--- config.mk ---
export PLATFORM = sky130hd
export DESIGN_NAME = tm1638_link
export DESIGN_NICKNAME = d
export VERILOG_FILES = /design/src/rtl/tm1638_link.sv
export SDC_FILE = /design/constraint.sdc
export NUM_CORES = 1
export LEC_CHECK = 0
export ABC_CLOCK_PERIOD_IN_PS = 5550
export CAP_MARGIN = 30
export CORE_ASPECT_RATIO = 1.5
export CORE_MARGIN = 10
export CORE_UTILIZATION = 59
export DETAILED_ROUTE_END_ITERATION = 10
export GPL_ROUTABILITY_DRIVEN = 0
export PLACE_DENSITY = 0.85
export SLEW_MARGIN = 25
export SYNTH_ARGS = -nofsm -noshare
export SYNTH_HDL_FRONTEND = slang
export SYNTH_SLANG_ARGS = --single-unit
--- constraint.sdc ---
create_clock -name i_clk -period 5.55 [get_ports i_clk]
set_input_delay 1.665 -clock i_clk [delete_from_list [all_inputs] [get_ports i_clk]]
set_output_delay 1.665 -clock i_clk [all_outputs]
set_load 0.05 [all_outputs]
--- src/rtl/tm1638_link.sv ---
// TM1638 byte-level serial engine.
// Frames STB around one or more bytes, shifts write bytes out LSB first,
// releases DIO for the turnaround wait and clocks in READ_BYTES key-scan bytes.
// Requests use a valid/ready handshake. DIO is split into out/oe/in so the
// tristate buffer can live in the top-level IO cell.
module tm1638_link #(
  parameter int BIT_CYCLES  = 96,  // clk cycles per serial bit, even and >= 8
  parameter int STB_SETUP   = 12,  // STB low before the first CLK fall of a frame
  parameter int WAIT_CYCLES = 24,  // DIO released, CLK high, before the first read bit
  parameter int STB_GAP     = 12,  // STB high after a frame before o_ready returns
  parameter int READ_BYTES  = 4,   // bytes clocked in per read, 1..4
  parameter int KEY_ROW     = 0    // key-scan bit offset inside each byte, 0..2
) (
  input  logic                    i_clk,
  input  logic                    i_rst_n,
  input  logic                    i_valid,
  output logic                    o_ready,
  input  logic                    i_read,
  input  logic                    i_last,
  input  logic [7:0]              i_data,
  output logic                    o_rd_valid,
  output logic [8*READ_BYTES-1:0] o_rd_data,
  output logic [2*READ_BYTES-1:0] o_keys,
  output logic                    o_tm1638_clk,
  output logic                    o_tm1638_stb,
  output logic                    o_dio_out,
  output logic                    o_dio_oe,
  input  logic                    i_dio_in,
  output logic                    o_idle
);

  localparam int NB     = 8 * READ_BYTES;
  localparam int PW     = $clog2(BIT_CYCLES);
  localparam int BW     = $clog2(NB);
  localparam int CMAX_A = (STB_SETUP > WAIT_CYCLES) ? STB_SETUP : WAIT_CYCLES;
  localparam int CMAX   = (CMAX_A > STB_GAP) ? CMAX_A : STB_GAP;
  localparam int CW     = (CMAX < 2) ? 1 : $clog2(CMAX);

  localparam logic [PW-1:0] P_LAST       = PW'(BIT_CYCLES - 1);
  localparam logic [PW-1:0] P_HALF       = PW'(BIT_CYCLES / 2);
  localparam logic [PW-1:0] P_SAMPLE     = PW'((3 * BIT_CYCLES) / 4);
  localparam logic [BW-1:0] BIT_OUT_LAST = BW'(7);
  localparam logic [BW-1:0] BIT_IN_LAST  = BW'(NB - 1);
  localparam logic [CW-1:0] SETUP_LAST   = CW'(STB_SETUP - 1);
  localparam logic [CW-1:0] WAIT_LAST    = CW'(WAIT_CYCLES - 1);
  localparam logic [CW-1:0] GAP_LAST     = CW'(STB_GAP - 1);

  typedef enum logic [2:0] {
    S_IDLE,
    S_SETUP,
    S_SHIFT_OUT,
    S_HOLD,
    S_TURN,
    S_SHIFT_IN,
    S_GAP
  } state_t;

  state_t          state_q, state_d;
  logic [CW-1:0]   cnt_q, cnt_d;          // setup / turnaround / gap timer
  logic [PW-1:0]   p_q, p_d;              // phase inside the current bit
  logic [BW-1:0]   bit_q, bit_d;          // bit index inside the byte or read burst
  logic [7:0]      data_q, data_d;
  logic            read_q, read_d;
  logic            last_q, last_d;
  logic [NB-2:0]   rx_q, rx_d;            // bits received so far, newest at the top
  logic [NB-1:0]   rd_data_q, rd_data_d;
  logic [2*READ_BYTES-1:0] keys_q, keys_d;
  logic            rd_valid_q, rd_valid_d;
  logic            clk_q, clk_d;
  logic            stb_q, stb_d;
  logic            dio_q, dio_d;
  logic            oe_q, oe_d;
  logic            accept;

  assign o_ready = (state_q == S_IDLE) || (state_q == S_HOLD);
  assign accept  = i_valid && o_ready;
  assign o_idle  = (state_q == S_IDLE) && !i_valid;

  assign o_rd_valid   = rd_valid_q;
  assign o_rd_data    = rd_data_q;
  assign o_keys       = keys_q;
  assign o_tm1638_clk = clk_q;
  assign o_tm1638_stb = stb_q;
  assign o_dio_out    = dio_q;
  assign o_dio_oe     = oe_q;

  // Key bits follow the byte that will be registered, so keys and rd_data
  // always update together and hold together.
  for (genvar gi = 0; gi < READ_BYTES; gi++) begin : g_keys
    assign keys_d[gi]              = rd_data_d[8*gi + KEY_ROW];
    assign keys_d[gi + READ_BYTES] = rd_data_d[8*gi + KEY_ROW + 4];
  end

  // Next-state, counters and receive datapath.
  always_comb begin
    state_d    = state_q;
    cnt_d      = cnt_q;
    p_d        = p_q;
    bit_d      = bit_q;
    data_d     = data_q;
    read_d     = read_q;
    last_d     = last_q;
    rx_d       = rx_q;
    rd_data_d  = rd_data_q;
    rd_valid_d = 1'b0;

    if (accept) begin
      data_d = i_data;
      read_d = i_read;
      last_d = i_last;
    end

    unique case (state_q)
      S_IDLE: begin
        if (accept) begin
          state_d = S_SETUP;
          cnt_d   = '0;
        end
      end
      S_SETUP: begin
        if (cnt_q == SETUP_LAST) begin
          cnt_d   = '0;
          p_d     = '0;
          bit_d   = '0;
          state_d = read_q ? S_TURN : S_SHIFT_OUT;
        end else begin
          cnt_d = cnt_q + CW'(1);
        end
      end
      S_SHIFT_OUT: begin
        if (p_q == P_LAST) begin
          p_d = '0;
          if (bit_q == BIT_OUT_LAST) begin
            bit_d   = '0;
            cnt_d   = '0;
            state_d = last_q ? S_GAP : S_HOLD;
          end else begin
            bit_d = bit_q + BW'(1);
          end
        end else begin
          p_d = p_q + PW'(1);
        end
      end
      S_HOLD: begin
        // STB stays low between burst bytes; a new byte starts without setup.
        if (accept) begin
          p_d     = '0;
          bit_d   = '0;
          cnt_d   = '0;
          state_d = i_read ? S_TURN : S_SHIFT_OUT;
        end
      end
      S_TURN: begin
        if (cnt_q == WAIT_LAST) begin
          cnt_d   = '0;
          p_d     = '0;
          bit_d   = '0;
          state_d = S_SHIFT_IN;
        end else begin
          cnt_d = cnt_q + CW'(1);
        end
      end
      S_SHIFT_IN: begin
        if (p_q == P_SAMPLE) begin
          rx_d = {i_dio_in, rx_q[NB-2:1]};
        end
        if ((p_q == P_SAMPLE) && (bit_q == BIT_IN_LAST)) begin
          // The final sample completes the burst; CLK is already high here.
          rd_data_d  = {i_dio_in, rx_q};
          rd_valid_d = 1'b1;
          cnt_d      = '0;
          state_d    = S_GAP;
        end else if (p_q == P_LAST) begin
          p_d   = '0;
          bit_d = bit_q + BW'(1);
        end else begin
          p_d = p_q + PW'(1);
        end
      end
      S_GAP: begin
        if (cnt_q == GAP_LAST) begin
          state_d = S_IDLE;
        end else begin
          cnt_d = cnt_q + CW'(1);
        end
      end
      default: begin
        state_d = S_IDLE;
      end
    endcase
  end

  // Pin values for the next cycle, derived from the next state so pins are registered.
  always_comb begin
    clk_d = 1'b1;
    stb_d = 1'b1;
    oe_d  = 1'b0;
    dio_d = dio_q;
    unique case (state_d)
      S_IDLE, S_GAP: begin
        stb_d = 1'b1;
      end
      S_SETUP, S_TURN: begin
        stb_d = 1'b0;
      end
      S_SHIFT_OUT: begin
        stb_d = 1'b0;
        oe_d  = 1'b1;
        clk_d = (p_d >= P_HALF);
        dio_d = data_d[bit_d[2:0]];
      end
      S_HOLD: begin
        stb_d = 1'b0;
        oe_d  = 1'b1;
      end
      S_SHIFT_IN: begin
        stb_d = 1'b0;
        clk_d = (p_d >= P_HALF);
      end
      default: begin
        stb_d = 1'b1;
      end
    endcase
  end

  // State, datapath and pin registers; reset releases the pins immediately.
  always_ff @(posedge i_clk or negedge i_rst_n) begin
    if (!i_rst_n) begin
      state_q    <= S_IDLE;
      cnt_q      <= '0;
      p_q        <= '0;
      bit_q      <= '0;
      data_q     <= '0;
      read_q     <= 1'b0;
      last_q     <= 1'b0;
      rx_q       <= '0;
      rd_data_q  <= '0;
      keys_q     <= '0;
      rd_valid_q <= 1'b0;
      clk_q      <= 1'b1;
      stb_q      <= 1'b1;
      dio_q      <= 1'b0;
      oe_q       <= 1'b0;
    end else begin
      state_q    <= state_d;
      cnt_q      <= cnt_d;
      p_q        <= p_d;
      bit_q      <= bit_d;
      data_q     <= data_d;
      read_q     <= read_d;
      last_q     <= last_d;
      rx_q       <= rx_d;
      rd_data_q  <= rd_data_d;
      keys_q     <= keys_d;
      rd_valid_q <= rd_valid_d;
      clk_q      <= clk_d;
      stb_q      <= stb_d;
      dio_q      <= dio_d;
      oe_q       <= oe_d;
    end
  end

endmodule

==> reports/qor.csv, run 1 <==
stage,metric,value,unit
logic_synthesis,synthesized instance count,356,
final_layout,"commonest cells after routing, fill and taps aside","sky130_fd_sc_hd__dfrtp_1 (96), sky130_fd_sc_hd__mux2_2 (71), sky130_fd_sc_hd__clkdlybuf4s50_1 (58)",
pwr,total power,1.32,mW
global_route,global route overflow,0,
die,Starting Density,0.610,
setup_path,WP data arrival,2.87,ns
timing,count of final setup violators,0,
die,Rows,38,
final_layout,FF+latch area,2450,um2
timing,setup skew after layout,0.00692,ns
placement,placed cell count,498,
die,num ports,61,
logic_synthesis,number of flops mapped to enable cells by yosys,0,
logic_synthesis,most frequently used flop master after synthesis,sky130_fd_sc_hd__dfrtp_1,
timing,maximum clock frequency,0.221,GHz
timing,fin crit share,0.817,
logic_synthesis,biggest area contributors in the synthesized netlist,"sky130_fd_sc_hd__dfrtp_1 (54%), sky130_fd_sc_hd__mux2_2 (18%), sky130_fd_sc_hd__buf_4 (1.7%)",
logic_synthesis,post-synthesis async set-or-reset flop share,1.00,
final_layout,"Non-Filler Cell Area, Final",5290,um2
detailed_routing,detailed-router iteration count before antenna repair,4,
cts,number of gates given a new drive strength after cts,0,
cts,total number of H-tree levels,3,
logic_synthesis,distinct cell type count of the synthesized netlist,62,
logic_synthesis,net count after synthesis,375,
status,status,"finished, final reports clean",
logic_synthesis,post-synthesis register bit count,98,
timing,setup repair after global routing missed its margin,false,
final_layout,# diodes,0,
timing,slew at the pin with the worst max-slew slack,0.753,ns
logic_synthesis,post-synthesis instance area,4460,um2
cts,number of buffers inserted during clock tree synthesis,9,
cts,number of buffers on the longest clock path,2,
pwr,Worst VDD drop,205,uV
pwr,leakage power figure,2.51,nW
final_layout,share of layout cells above drive strength 1,0.254,
timing,Slew Limit Fails,0,
cts,later-pin clock latency in the skew report,0.37,ns
final_layout,layout net count,428,
timing,worst max-slew margin expressed relative to the limit,0.498,
global_route,number of antenna violations at the first check in global routing,0,
detailed_routing,Via Count,2916,
global_route,via count of the first global-routing pass,3054,
cts,clock root cell,sky130_fd_sc_hd__clkbuf_8,
cts,CTS tree,done,
setup_path,class of the most critical setup path,primary input to output port,
cts,Clock transition at path regs,0.10,ns
cts,number of buffers added to fix hold violations after cts,0,
worst_hold_path,worst min-delay path class,flop to flop,
detailed_routing,ANT nets after route,0,
logic_synthesis,area share of the largest cell type after synthesis,0.538,
detailed_routing,routed length per placed instance,16.8,um
die,Die Ht,127,um
placement,total half-perimeter wirelength after legalization and detailed placement,6170,um
timing,min cycle time layout,4.53,ns
logic_synthesis,mean area per synthesized cell,12.5,um2
cts,number of buffers inserted to repair setup after CTS,0,
setup_path,"Req. time, crit path",3.88,ns
detailed_routing,detailed-route wire length,8630,um
final_layout,area overhead of the layout relative to synthesis,18.6,%
pwr,power density normalized to cell area,250,nW/um2
detailed_routing,ratio of routed vias to standard cells,5.67,
final_layout,final instance count without filler cells,514,
setup_path,Worst Setup Start Kind,primary input,
setup_path,Max Fanout on Critical Path,8,
placement,Post-DP Area,5080,um2
cts,clk sink count,98,
setup_path,kind of end point of the critical path,output port,
logic_synthesis,sequential area share after synthesis,0.550,
final_layout,area occupied by multi-input gates,1830,um2
final_layout,fillcell total,536,
die,floorplan core area,7320,um2
global_route,maximum number of pins on one net before global-route repair,62,
logic_synthesis,dominant cell type by area after synthesis,sky130_fd_sc_hd__dfrtp_1,
setup_path,reg-to-reg startpoint,bit_q[0],
final_layout,"commonest non-fill, non-tap cell in the layout",sky130_fd_sc_hd__dfrtp_1,
worst_hold_path,hold path startpoint,o_dio_out,
placement,count of buffers inserted at the top-level ports,60,
setup_path,launching instance or port of the critical path,i_valid,
timing,final setup TNS,0,ns
die,horizontal die dimension,91.0,um
die,area of the die,11500,um2
logic_synthesis,count of warnings emitted by yosys,0,
detailed_routing,number of violations reported at the end of detailed-routing iteration 0,119,
run,number of violations of the max-capacitance limit,0,
timing,Final Hold Fails,0,
detailed_routing,DRC viols,0,
global_route,Overall Global Routing Usage,0.154,
global_route,global-route wire length before repair,14700,um
[layout make-up]
class,instances,area share
Clock buffer,9,0.0234
Sequential cell,98,0.464
Timing Repair Buffer,64,0.118
Clock inverter,7,0.0156
Tap cell,100,0.0236
Multi-Input combinational cell,222,0.345
Inverter,14,0.00993
[metrics by stage]
step | setup slack (ns) | util | hold slack, ns
after global placement | 1.09 | 0.694 | 0.478
after global routing | 0.829 | 0.723 | 0.518
after floorplan | 0.632 | - | 0.448
after detailed placement | 1.03 | 0.694 | 0.481
final | 1.02 | 0.723 | 0.498
after CTS | 1.02 | 0.723 | 0.503
[Yosys cell counts, types with 5 or more instances]
| library cell | number |
|---|---|
| sky130_fd_sc_hd__nand2_1 | 19 |
| sky130_fd_sc_hd__ha_1 | 5 |
| sky130_fd_sc_hd__buf_2 | 6 |
| sky130_fd_sc_hd__buf_4 | 10 |
| sky130_fd_sc_hd__a211oi_1 | 5 |
| sky130_fd_sc_hd__a21oi_1 | 9 |
| sky130_fd_sc_hd__dfrtp_1 | 96 |
| sky130_fd_sc_hd__nor2_1 | 9 |
| sky130_fd_sc_hd__nor3_1 | 7 |
| sky130_fd_sc_hd__a21o_1 | 6 |
| sky130_fd_sc_hd__mux2_2 | 71 |
| sky130_fd_sc_hd__inv_1 | 13 |
| sky130_fd_sc_hd__o21ai_0 | 15 |
| sky130_fd_sc_hd__nand3_1 | 9 |
[registers in the layout, summed over array words and instances, names as in the netlist, 3 cells and up]
name,count
cnt_q,5
state_q,3
o_rd_data,25
p_q,7
bit_q,5
o_keys,7
rx_q,31
data_q,8
[logic make-up (layout without fill, tap and decap cells)]
group | count (synthesis) | count (layout) | synth area share
buffers and inverters | 36 | 94 | 0.0421
DFF | 98 | 98 | 0.550
xor gates and xnor gates | 2 | 2 | 0.00393
muxes | 75 | 75 | 0.189
adders and majority gates | 5 | 5 | 0.0140
AOI/OAI and AO/OA | 64 | 64 | 0.0981
and+or+nand+nor | 76 | 76 | 0.103
[worst max-delay path, stage by stage]
cell and delay, ns:
sky130_fd_sc_hd__clkdlybuf4s50_1 0.53, sky130_fd_sc_hd__nor4_1 0.39, sky130_fd_sc_hd__buf_4 0.28
[power by group]
part / internal [mW] / switching [mW]
Combinational: 0.0409 / 0.0505
Sequential: 0.733 / 0.0229
Clock: 0.215 / 0.261
Total: 0.989 / 0.334
[worst paths after layout]
check,to,slack [ns],cells past startpoint
max,o_idle,1.02,3
min,o_dio_out,0.50,2
max reg2reg,o_dio_out,2.67,11
min reg2reg,o_dio_out,0.50,2
max in group asynchronous,p_q[3],3.23,2
min in group asynchronous,cnt_q[2],1.35,1
[routing by layer]
layer | track usage | part of all wire | vias up
li1 | - | - | 1386
met1 | 0.166 | 0.40 | 1445
met2 | 0.263 | 0.51 | 70
met3 | 0.0596 | 0.070 | 15
met4 | 0.0629 | 0.017 | 0
met5 | 0 | 0 | -
(Power assumes the default switching activity.)
==> run 2: changes to the inputs <==
--- a/config.mk
+++ b/config.mk
@@ -5,14 +5,14 @@
 export SDC_FILE = /design/constraint.sdc
 export NUM_CORES = 1
 export LEC_CHECK = 0
-export ABC_CLOCK_PERIOD_IN_PS = 5550
+export ABC_CLOCK_PERIOD_IN_PS = 4300
 export CAP_MARGIN = 30
 export CORE_ASPECT_RATIO = 1.5
 export CORE_MARGIN = 10
-export CORE_UTILIZATION = 59
+export CORE_UTILIZATION = 55
 export DETAILED_ROUTE_END_ITERATION = 10
 export GPL_ROUTABILITY_DRIVEN = 0
-export PLACE_DENSITY = 0.85
+export PLACE_DENSITY = 0.8
 export SLEW_MARGIN = 25
 export SYNTH_ARGS = -nofsm -noshare
 export SYNTH_HDL_FRONTEND = slang
==> constraint.sdc (replaced) <==
create_clock -name i_clk -period 4.3 [get_ports i_clk]
set_input_delay 1.29 -clock i_clk [delete_from_list [all_inputs] [get_ports i_clk]]
set_output_delay 1.29 -clock i_clk [all_outputs]
set_load 0.05 [all_outputs]
==> reports/qor.csv, run 2 (synthesized netlist as in run 1, its figures left out) <==
stage,metric,value,unit,change
pwr,net switching power of the design,0.420,mW,was 0.334 mW
cts,number of buffers added to fix hold violations after cts,0,,unchanged
final_layout,share of layout cells above drive strength 1,0.251,,was 0.254
detailed_routing,DRC viols,0,,unchanged
pwr,logic gate share of total power,0.063,,was 0.069
final_layout,"commonest cells after routing, fill and taps aside","sky130_fd_sc_hd__dfrtp_1 (96), sky130_fd_sc_hd__mux2_2 (71), sky130_fd_sc_hd__clkdlybuf4s50_1 (58)",,unchanged
global_route,Overall Global Routing Usage,0.148,,was 0.154
final_layout,area overhead of the layout relative to synthesis,21.0,%,was 18.6%
die,horizontal die dimension,93.6,um,was 91.0 um
timing,slew at the pin with the worst max-slew slack,0.734,ns,was 0.753 ns
timing,fin crit share,0.913,,
setup_path,WP data arrival,2.64,ns,was 2.87 ns
cts,total number of H-tree levels,3,,unchanged
pwr,power density normalized to cell area,347,nW/um2,was 250 nW/um2
cts,number of buffers inserted to repair setup after CTS,0,,unchanged
global_route,via count of the first global-routing pass,3104,,was 3054
placement,Post-DP Area,5110,um2,was 5080 um2
timing,final setup TNS,0,ns,unchanged
setup_path,critical-path cell with the highest stage delay,sky130_fd_sc_hd__nor4_1,,was sky130_fd_sc_hd__clkdlybuf4s50_1
worst_hold_path,worst min-delay path class,flop to flop,,unchanged
setup_path,longest individual stage delay on the worst path,0.60,ns,was 0.53 ns
final_layout,"Non-Filler Cell Area, Final",5400,um2,was 5290 um2
final_layout,largest register by flop count,rx_q,,unchanged
detailed_routing,ratio of routed vias to standard cells,5.68,,was 5.67
setup_path,class of the most critical setup path,primary input to output port,,unchanged
setup_path,CP Buf/Inv Count,2,,unchanged
setup_path,Max Fanout on Critical Path,8,,unchanged
cts,Clock transition at path regs,0.06,ns,was 0.10 ns
final_layout,layout net count,429,,was 428
final_layout,"flip-flop count of the largest register, all copies and words added",31,,unchanged
die,floorplan core area,7960,um2,was 7320 um2
detailed_routing,detailed-router iteration count before antenna repair,4,,unchanged
cts,clock root cell,sky130_fd_sc_hd__clkbuf_16,,was sky130_fd_sc_hd__clkbuf_8
detailed_routing,detailed-route wire length,8550,um,was 8630 um
global_route,global-route wire length before repair,14500,um,was 14700 um
timing,setup skew after layout,0.0106,ns,was 0.00692 ns
pwr,leakage power figure,2.56,nW,was 2.51 nW
timing,hold slack,0.492,ns,was 0.498 ns
detailed_routing,ANT nets after route,0,,unchanged
cts,number of gates given a new drive strength after cts,0,,unchanged
timing,Final Hold Fails,0,,unchanged
setup_path,"Req. time, crit path",3.01,ns,was 3.88 ns
global_route,global route overflow,0,,unchanged
detailed_routing,routed length per placed instance,16.5,um,was 16.8 um
cts,CTS tree,done,,unchanged
setup_path,Worst Setup Start Kind,primary input,,unchanged
die,Die Ht,130,um,was 127 um
setup_path,"critical path, cell by cell","clkdlybuf4s50_1, nor4_1, buf_12",,"was clkdlybuf4s50_1, nor4_1, buf_4"
global_route,maximum number of pins on one net before global-route repair,53,,was 62
final_layout,"commonest non-fill, non-tap cell in the layout",sky130_fd_sc_hd__dfrtp_1,,unchanged
cts,clk sink count,98,,unchanged
final_layout,# diodes,0,,unchanged
cts,later-pin clock latency in the skew report,0.34,ns,was 0.37 ns
cts,number of buffers inserted during clock tree synthesis,9,,unchanged
run,number of violations of the max-capacitance limit,0,,unchanged
global_route,number of antenna violations at the first check in global routing,0,,unchanged
pwr,portion of total power attributed to the clock network,0.415,,was 0.360
setup_path,critical path's top delay family,buffers and inverters,,unchanged
final_layout,FF+latch area,2450,um2,unchanged
timing,maximum clock frequency,0.255,GHz,
timing,Slew Limit Fails,0,,unchanged
die,area of the die,12200,um2,was 11500 um2
pwr,Worst VDD drop,253,uV,was 205 uV
pwr,part of the total power dissipated in sequential elements,0.522,,was 0.571
final_layout,area occupied by multi-input gates,1830,um2,unchanged
status,status,"finished, final reports clean",,unchanged
placement,total half-perimeter wirelength after legalization and detailed placement,6090,um,was 6170 um
final_layout,fillcell total,558,,was 536
detailed_routing,Via Count,2953,,was 2916
die,num ports,61,,unchanged
setup_path,kind of end point of the critical path,output port,,unchanged
die,Rows,40,,was 38
placement,count of buffers inserted at the top-level ports,60,,unchanged
timing,worst max-slew margin expressed relative to the limit,0.506,,was 0.498
timing,count of final setup violators,0,,unchanged
pwr,Int Pwr,1.45,mW,was 0.989 mW
detailed_routing,number of violations reported at the end of detailed-routing iteration 0,123,,was 119
timing,min cycle time layout,3.93,ns,
pwr,switching part of the total,0.224,,was 0.253
cts,number of buffers on the longest clock path,2,,unchanged
timing,setup repair after global routing missed its margin,false,,unchanged
die,Starting Density,0.561,,was 0.610
-- run 2: cell types whose count changed in the layout (fill, tap and decap cells not counted), sizes merged --
cell,previous run,this run
clkbuf,9,11
inv,17,15
buf,6,7
clkinv,1,2
clkinvlp,2,1
-- run 2: final timing paths --
kind | slack (ns) | startpoint | cells after the start | endpoint
max in group asynchronous | 2.44 | i_rst_n | 2 | o_tm1638_clk
min | 0.49 | data_q[2] | 1 | data_q[2]
max reg2reg | 1.56 | bit_q[0] | 11 | o_dio_out
min reg2reg | 0.49 | data_q[2] | 1 | data_q[2]
min in group asynchronous | 0.98 | i_rst_n | 1 | o_rd_data[22]
max | 0.37 | i_valid | 3 | o_idle
-- run 2: per-stage QoR --
stage	std cells	util	setup slack, ns	total power, mW
finish	520	0.679	0.373	1.87
global placement	504	0.642	0.433	1.11
CTS	520	0.679	0.385	1.90
detailed placement	504	0.642	0.394	1.11
global route	520	0.679	0.290	1.95
floorplan	356	-	0.132	1.06
-- run 2: per-layer routing --
metal,wire length (um),GRT usage,share of wire
met5,0,0,0
met4,99,0.0574,0.012
met3,537,0.0587,0.063
met2,4460,0.255,0.52
met1,3460,0.159,0.40
-- run 2: cell type report --
| class | instances | area share |
|---|---|---|
| Clock buffer | 11 | 0.0431 |
| Multi-Input combinational cell | 222 | 0.338 |
| Inverter | 14 | 0.00973 |
| Timing Repair Buffer | 65 | 0.120 |
| Tap cell | 105 | 0.0243 |
| Sequential cell | 98 | 0.455 |
| Clock inverter | 5 | 0.0104 |
-- run 2: worst reg2reg max path, stage by stage, from the launching register on --
cell and delay, ns:
sky130_fd_sc_hd__dfrtp_1 0.41, sky130_fd_sc_hd__ha_1 0.20, sky130_fd_sc_hd__and3_1 0.16, sky130_fd_sc_hd__ha_1 0.14
sky130_fd_sc_hd__nand3b_1 0.18, sky130_fd_sc_hd__o21a_1 0.26, sky130_fd_sc_hd__o21ai_0 0.53, sky130_fd_sc_hd__nand2b_4 0.10
sky130_fd_sc_hd__a22oi_1 0.26, sky130_fd_sc_hd__inv_1 0.09, sky130_fd_sc_hd__a211oi_1 0.18, sky130_fd_sc_hd__o31ai_1 0.10
-- run 2: power groups by stage --
stage / clock network [mW] / logic [mW] / registers, mW
CTS: 0.802 / 0.120 / 0.977
floorplan: 0 / 0.0708 / 0.988
finish: 0.777 / 0.118 / 0.977
global route: 0.832 / 0.135 / 0.982
global placement: 0 / 0.114 / 0.992
detailed placement: 0 / 0.119 / 0.994
